===== config.mk =====
export PLATFORM = sky130hd
export DESIGN_NAME = falafel_wrr_fifo_arbiter
export DESIGN_NICKNAME = d
export VERILOG_FILES = /design/src/rtl/falafel_wrr_fifo_arbiter.sv
export SDC_FILE = /design/constraint.sdc
export NUM_CORES = 1
export LEC_CHECK = 0
export ABC_AREA = 1
export BUFFER_PORTS_ARGS = -buffer_cell sky130_fd_sc_hd__buf_4
export CORE_ASPECT_RATIO = 1.1
export CORE_MARGIN = 5
export CORE_UTILIZATION = 30
export DETAILED_ROUTE_END_ITERATION = 6
export GPL_TIMING_DRIVEN = 0
export PLACE_DENSITY = 0.6
export SYNTH_ARGS = -nofsm -noshare
export SYNTH_HDL_FRONTEND = slang
export SYNTH_SLANG_ARGS = --single-unit

===== constraint.sdc =====
create_clock -name clk_i -period 8.86 [get_ports clk_i]
set_input_delay 1.772 -clock clk_i [delete_from_list [all_inputs] [get_ports clk_i]]
set_output_delay 1.772 -clock clk_i [all_outputs]
set_load 0.05 [all_outputs]

===== src/rtl/falafel_wrr_fifo_arbiter.sv =====
// ============================================================================
// falafel_wrr_fifo_arbiter
// ----------------------------------------------------------------------------
// Weighted round-robin arbiter that shares one request FIFO write port
// (alloc or free) between NUM_REQ input queues. Each queue may take up to its
// configured weight of consecutive beats per turn. After that, the turn moves
// to the next valid queue in circular order. This avoids the starvation that
// fixed-priority selection causes for high-index queues.
//
// A one-entry output register sits between the arbiter and the FIFO. The
// arbitration path therefore never depends combinationally on the FIFO
// contents, and the only feedback is the single fifo_full_i bit. Throughput
// is one beat per cycle while the FIFO is not full.
//
// Ports:
//   clk_i            clock
//   rst_i            synchronous reset, active-high
//   req_val_i        per-queue valid
//   req_rdy_o        per-queue ready, one-hot or zero
//   req_size_i       per-queue size/data, queue i at [i*DATA_W +: DATA_W]
//   req_id_i         per-queue message id, queue i at [i*ID_W +: ID_W]
//   weight_i         per-queue max beats per turn (0 behaves as 1)
//   fifo_full_i      downstream FIFO full
//   fifo_write_o     FIFO write strobe
//   fifo_din_size_o  FIFO write data (size)
//   fifo_din_id_o    FIFO write id
//   fifo_src_o       index of the queue that produced the current output beat
// ============================================================================
module falafel_wrr_fifo_arbiter #(
    parameter int NUM_REQ  = 4,
    parameter int DATA_W   = 64,
    parameter int ID_W     = 8,
    parameter int WEIGHT_W = 4,
    localparam int SRC_W   = (NUM_REQ > 1) ? $clog2(NUM_REQ) : 1
) (
    input  logic                         clk_i,
    input  logic                         rst_i,
    input  logic [NUM_REQ-1:0]           req_val_i,
    output logic [NUM_REQ-1:0]           req_rdy_o,
    input  logic [NUM_REQ*DATA_W-1:0]    req_size_i,
    input  logic [NUM_REQ*ID_W-1:0]      req_id_i,
    input  logic [NUM_REQ*WEIGHT_W-1:0]  weight_i,
    input  logic                         fifo_full_i,
    output logic                         fifo_write_o,
    output logic [DATA_W-1:0]            fifo_din_size_o,
    output logic [ID_W-1:0]              fifo_din_id_o,
    output logic [SRC_W-1:0]             fifo_src_o
);

    // Output register holding the beat presented to the FIFO
    logic                 out_vld;
    logic [DATA_W-1:0]    out_size;
    logic [ID_W-1:0]      out_id;
    logic [SRC_W-1:0]     out_src;

    // Turn bookkeeping: current owner, beats taken so far, turn in progress
    logic [SRC_W-1:0]     ptr;
    logic [WEIGHT_W-1:0]  cnt;
    logic                 turn_act;

    // Per-queue views of the flattened input buses
    logic [WEIGHT_W-1:0]  w_eff    [NUM_REQ];
    logic [DATA_W-1:0]    size_arr [NUM_REQ];
    logic [ID_W-1:0]      id_arr   [NUM_REQ];

    // Arbitration intermediates
    logic                 fifo_write;
    logic                 accept;
    logic                 cont;
    logic                 scan_found;
    logic [SRC_W-1:0]     scan_idx;
    logic                 grant;
    logic [SRC_W-1:0]     sel;
    logic                 transfer;

    // Queue index that lies offs positions after base, wrapping modulo
    // NUM_REQ. Plain integer arithmetic keeps the wrap correct when NUM_REQ
    // is not a power of two.
    function automatic logic [SRC_W-1:0] wrap_idx(input logic [SRC_W-1:0] base,
                                                  input int offs);
        int s;
        s = (int'(base) + offs) % NUM_REQ;
        return SRC_W'(s);
    endfunction

    // Slice the flattened buses into per-queue arrays. A configured weight of
    // zero is promoted to one, so that every queue can always make progress
    // on its turn.
    for (genvar g = 0; g < NUM_REQ; g++) begin : g_unpack
        assign w_eff[g]    = (weight_i[g*WEIGHT_W +: WEIGHT_W] == '0)
                             ? WEIGHT_W'(1)
                             : weight_i[g*WEIGHT_W +: WEIGHT_W];
        assign size_arr[g] = req_size_i[g*DATA_W +: DATA_W];
        assign id_arr[g]   = req_id_i[g*ID_W +: ID_W];
    end

    // Output stage. The register drains whenever the FIFO has room. A new
    // beat can be accepted when the register is empty or is being drained in
    // this same cycle. Reset suppresses the write strobe immediately, even
    // before the register itself has been cleared by the clock edge.
    always_comb begin
        fifo_write = out_vld & ~fifo_full_i & ~rst_i;
        accept     = ~out_vld | fifo_write;
    end

    assign fifo_write_o    = fifo_write;
    assign fifo_din_size_o = out_size;
    assign fifo_din_id_o   = out_id;
    assign fifo_src_o      = out_src;

    // Selection.
    // The current owner keeps the port while it stays valid and has beats
    // left in its weight. In every other case a new turn starts with the
    // first valid queue after ptr, and the scan ends with ptr itself.
    // The scan loop runs from the farthest offset down to the nearest one,
    // so the last hit, which is the nearest valid queue, wins. This avoids
    // a separate "already found" chain.
    always_comb begin
        cont       = turn_act && req_val_i[ptr] && (cnt < w_eff[ptr]);
        scan_found = 1'b0;
        scan_idx   = ptr;
        for (int k = NUM_REQ; k >= 1; k--) begin
            if (req_val_i[wrap_idx(ptr, k)]) begin
                scan_found = 1'b1;
                scan_idx   = wrap_idx(ptr, k);
            end
        end
        grant = cont | scan_found;
        sel   = cont ? ptr : scan_idx;
    end

    // Ready is raised only toward the selected queue, and only when the
    // output register can take the beat. A granted queue is valid by
    // construction, so ready alone marks a transfer.
    always_comb begin
        req_rdy_o = '0;
        transfer  = accept & grant & ~rst_i;
        if (transfer) begin
            req_rdy_o[sel] = 1'b1;
        end
    end

    // State update. A transfer loads the output register and advances the
    // turn: it either extends the current turn by one beat or opens a new
    // turn at the selected queue. If the register is draining with nothing
    // behind it, the register empties. With no transfer, the turn state
    // holds as it is.
    always_ff @(posedge clk_i) begin
        if (rst_i) begin
            out_vld  <= 1'b0;
            out_size <= '0;
            out_id   <= '0;
            out_src  <= '0;
            ptr      <= SRC_W'(NUM_REQ - 1);
            cnt      <= '0;
            turn_act <= 1'b0;
        end else begin
            if (transfer) begin
                out_vld  <= 1'b1;
                out_size <= size_arr[sel];
                out_id   <= id_arr[sel];
                out_src  <= sel;
                if (cont) begin
                    cnt <= cnt + WEIGHT_W'(1);
                end else begin
                    ptr      <= sel;
                    cnt      <= WEIGHT_W'(1);
                    turn_act <= 1'b1;
                end
            end else if (fifo_write) begin
                out_vld <= 1'b0;
            end
        end
    end

endmodule


==> results.md <==
* Max-slew headroom at 0.5381
* Post-DP Area at slightly above 9000 um^2
* Clock skew at ~8.7 ps
* N_diodes at 0
* Crit-path slowest cell: nor3b_4
* Clock-pin slew on the worst setup and hold paths at approximately 60 ps
* Largest net degree at the start of global routing at 13
* Post_cts resized at 0
* Pins Over Slew Limit at 0
* Area grow syn2layout at 58.77%
* Crit path DAT at approximately 4300 ps
* Syn_area_per_cell at 5.781 um^2
* CTS sink count at 82
* I/O pin total at slightly below 400
* Lkg Pwr at between 5 and 6 nW
* Detailed-route DRC error count at 0
* Clock Power Share at 0.112
* Netlist cell types at 32
* Net Sw Frac at 0.5553
* 1st-iter DRT viols at around 380
* Vias in the first global route at just over 8000
* Pwr Density at approximately 370 nW/um^2
* Register share of total power at 0.180
* Initial antenna violation count at 0
* Worst hold margin at about 470 ps
* Post-CTS setup buffers at 0
* CP max stage delay at 350 ps
* NumNets Final at 1754
* Worst-Margin Slew at about 690 ps
* Final Util at 0.4822
* Gr usage total at 0.2460
* WP data required at approximately 7000 ps
* Post-synth top area share at 0.2955
* HPWL after detailed placement at 24840 um
* Int Pwr at between 0.0015 and 0.002 W
* Crit-path cells: buf_4 -> o22ai_1 -> a21oi_1 -> o21ai_0 -> ha_1 -> a21oi_1 -> nor3b_4 -> nand2_2 -> nand2_1 -> nand2_1 -> nor2_4 -> buf_4 -> inv_1 -> nor2_1 -> buf_4
* Gpl congestion at approximately 0.95
* Synth Flop Type: dfxtp_1
* CTS root buf: clkbuf_16
* Synth warn at 0
* Synth area leaders: nand3_1, dfxtp_1, nand2_1
* Port bufs at 388
* Fraction of registers with async set/reset at 0
* Final critical-path required period at slightly above 6000 ps
* Starting Density at 0.3037
* Max-cap violations at 0
* Fraction of layout cells with a size suffix above 1 at 0.3285
* First-pass iteration count of the detailed router at 6
* First-pass GRT wire length at 44610 um
* Flops & latches, synth at 82
* CP Class: in -> out
* Critical Path End Type: primary output
* VDD IR max at approximately 150 uV
* Final hold vios at 0
* Core Footprint at ~20000 um^2
* Cells after Synth at roughly 1000
* Vias at ~8400
* Cts bufs inserted at 9
* Design area at roughly 9500 um^2
* Via density at 4.953
* Crit path top cell by count: buf_4
* Die area at 22970 um^2
* Status: finished, final reports clean
* Place WS at 2833 ps
* Cell taking the most area after synthesis: nand3_1
* Sequential share of the synthesized area at 0.2730
* Crit path max fanout at 10
* CTS tree: built
* Final worst slack at around 2800 ps
* Die Width at between 100 and 150 um
* Gate power share at 0.709
* EDFF count, synth at 0
* Longest Clk Path Bufs at 2
* Max frequency at between 0.15 and 0.2 GHz
* DR WL/cell at around 18 um
* Fin crit share at 0.6817
* Die height at about 160 um
* Row cnt at between 50 and 60
* Setup violations, final at 0
* Clk Latency, worst-skew pair at 340 ps
* Count of hold-fix buffers inserted at cts at 0
* Unrepaired setup endpoints after global routing: false
* Sum Neg Setup Slack at 0 ps
* Worst hold path class: reg -> reg
* Post-synth net total at 1355
* Mapped Area at around 6000 um^2
* P_sw at between 0.0015 and 0.002 W
* Startpoint Class: input port
* Final ANT Viol Nets at 0
* Final WL at approximately 30000 um
* Total gr overflow at 0
* CTS HTree Levels at 3
-- cells in the final DEF (no fill, tap or decap), drive strengths merged --
master / n
buf: 449
nand3: 358
nand2: 334
nor2: 98
dfxtp: 82
inv: 47
clkbuf: 36
a21oi: 10
o21ai: 7
ha: 4
o221ai: 3
xor2: 2
nand4: 2
clkinv: 2
o22ai: 1
o21a: 1
nand3b: 1
nor3: 1
nor3b: 1
o211ai: 1
mux2i: 1
o31ai: 1
bufinv: 1
-- worst paths after layout --
path	slack [ps]	depth (start not counted)	to	startpoint
max	2820	15	req_rdy_o[2]	weight_i[15]
min	470	2	fifo_din_size_o[55]	fifo_din_size_o[55]
max reg2reg	5670	18	fifo_din_size_o[49]	ptr[0]
min reg2reg	470	2	fifo_din_size_o[55]	fifo_din_size_o[55]
-- registers in the layout, summed over array words and instances (netlist names) --
signal / count
cnt: 4
out_vld: 1
ptr: 2
fifo_din_id_o: 8
fifo_din_size_o: 64
fifo_src_o: 2
turn_act: 1
-- cell usage after synthesis, drive strengths merged, types with 2 or more instances --
| cell | n |
|---|---|
| xor2 | 2 |
| inv | 47 |
| ha | 4 |
| nand2 | 334 |
| o221ai | 3 |
| nor2 | 98 |
| dfxtp | 82 |
| buf | 61 |
| nand4 | 2 |
| o21ai | 7 |
| nand3 | 358 |
| a21oi | 10 |
| clkbuf | 23 |
-- cells by family (layout without fill, tap and decap cells) --
family | count (synthesis) | count (layout) | synth area share
adder cells (fa/ha/maj) | 4 | 4 | 0.008325
AO/OA/AOI/OAI | 24 | 24 | 0.02394
AND/OR/NAND/NOR | 795 | 795 | 0.5829
multiplexers | 1 | 1 | 0.001665
buffers and inverters | 132 | 535 | 0.1072
flip-flops | 82 | 82 | 0.2730
XOR/XNOR | 2 | 2 | 0.002914
-- stage by stage --
| stage | std cells | total power, W |
|---|---|---|
| after floorplan | 1040 | 0.002292 |
| after CTS | 1695 | 0.003522 |
| after detailed placement | 1680 | 0.003121 |
| final | 1695 | 0.003493 |
| after global placement | 1680 | 0.003107 |
| after global routing | 1695 | 0.003754 |
-- power by group through the flow --
| stage | Sequential, W | Combinational, W | Clock (W) |
|---|---|---|---|
| final | 0.000627 | 0.00247 | 0.000391 |
| after global routing | 0.000644 | 0.00269 | 0.000415 |
| after CTS | 0.000627 | 0.00250 | 0.000400 |
| after detailed placement | 0.000633 | 0.00249 | 0 |
| after global placement | 0.000626 | 0.00248 | 0 |
| after floorplan | 0.00115 | 0.00114 | 0 |
-- critical path: cells and delay by family --
family	cells	cell delay [ps]
simple gates	6	1100
buf+inv	4	630
compound gates	4	480
fa+ha+maj	1	270
-- cell type report --
class / instances / area, um^2
multi-input cells: 826 / 3726
inverters: 48 / 182.7
clock inverters: 2 / 35.03
repair buffers: 388 / 2913
plain buffers: 84 / 461.7
clock buffers: 13 / 270.3
fillers: 2207 / 10250
flip-flops and latches: 82 / 1642
well taps: 252 / 315.3
-- per-layer routing --
metal,track usage,up-vias,part of all wire
li1,-,4210,-
met1,0.2816,3776,0.39
met2,0.4418,366,0.49
met3,0.07714,43,0.095
met4,0.07354,0,0.024
met5,0,-,0
(Power assumes the default switching activity.)
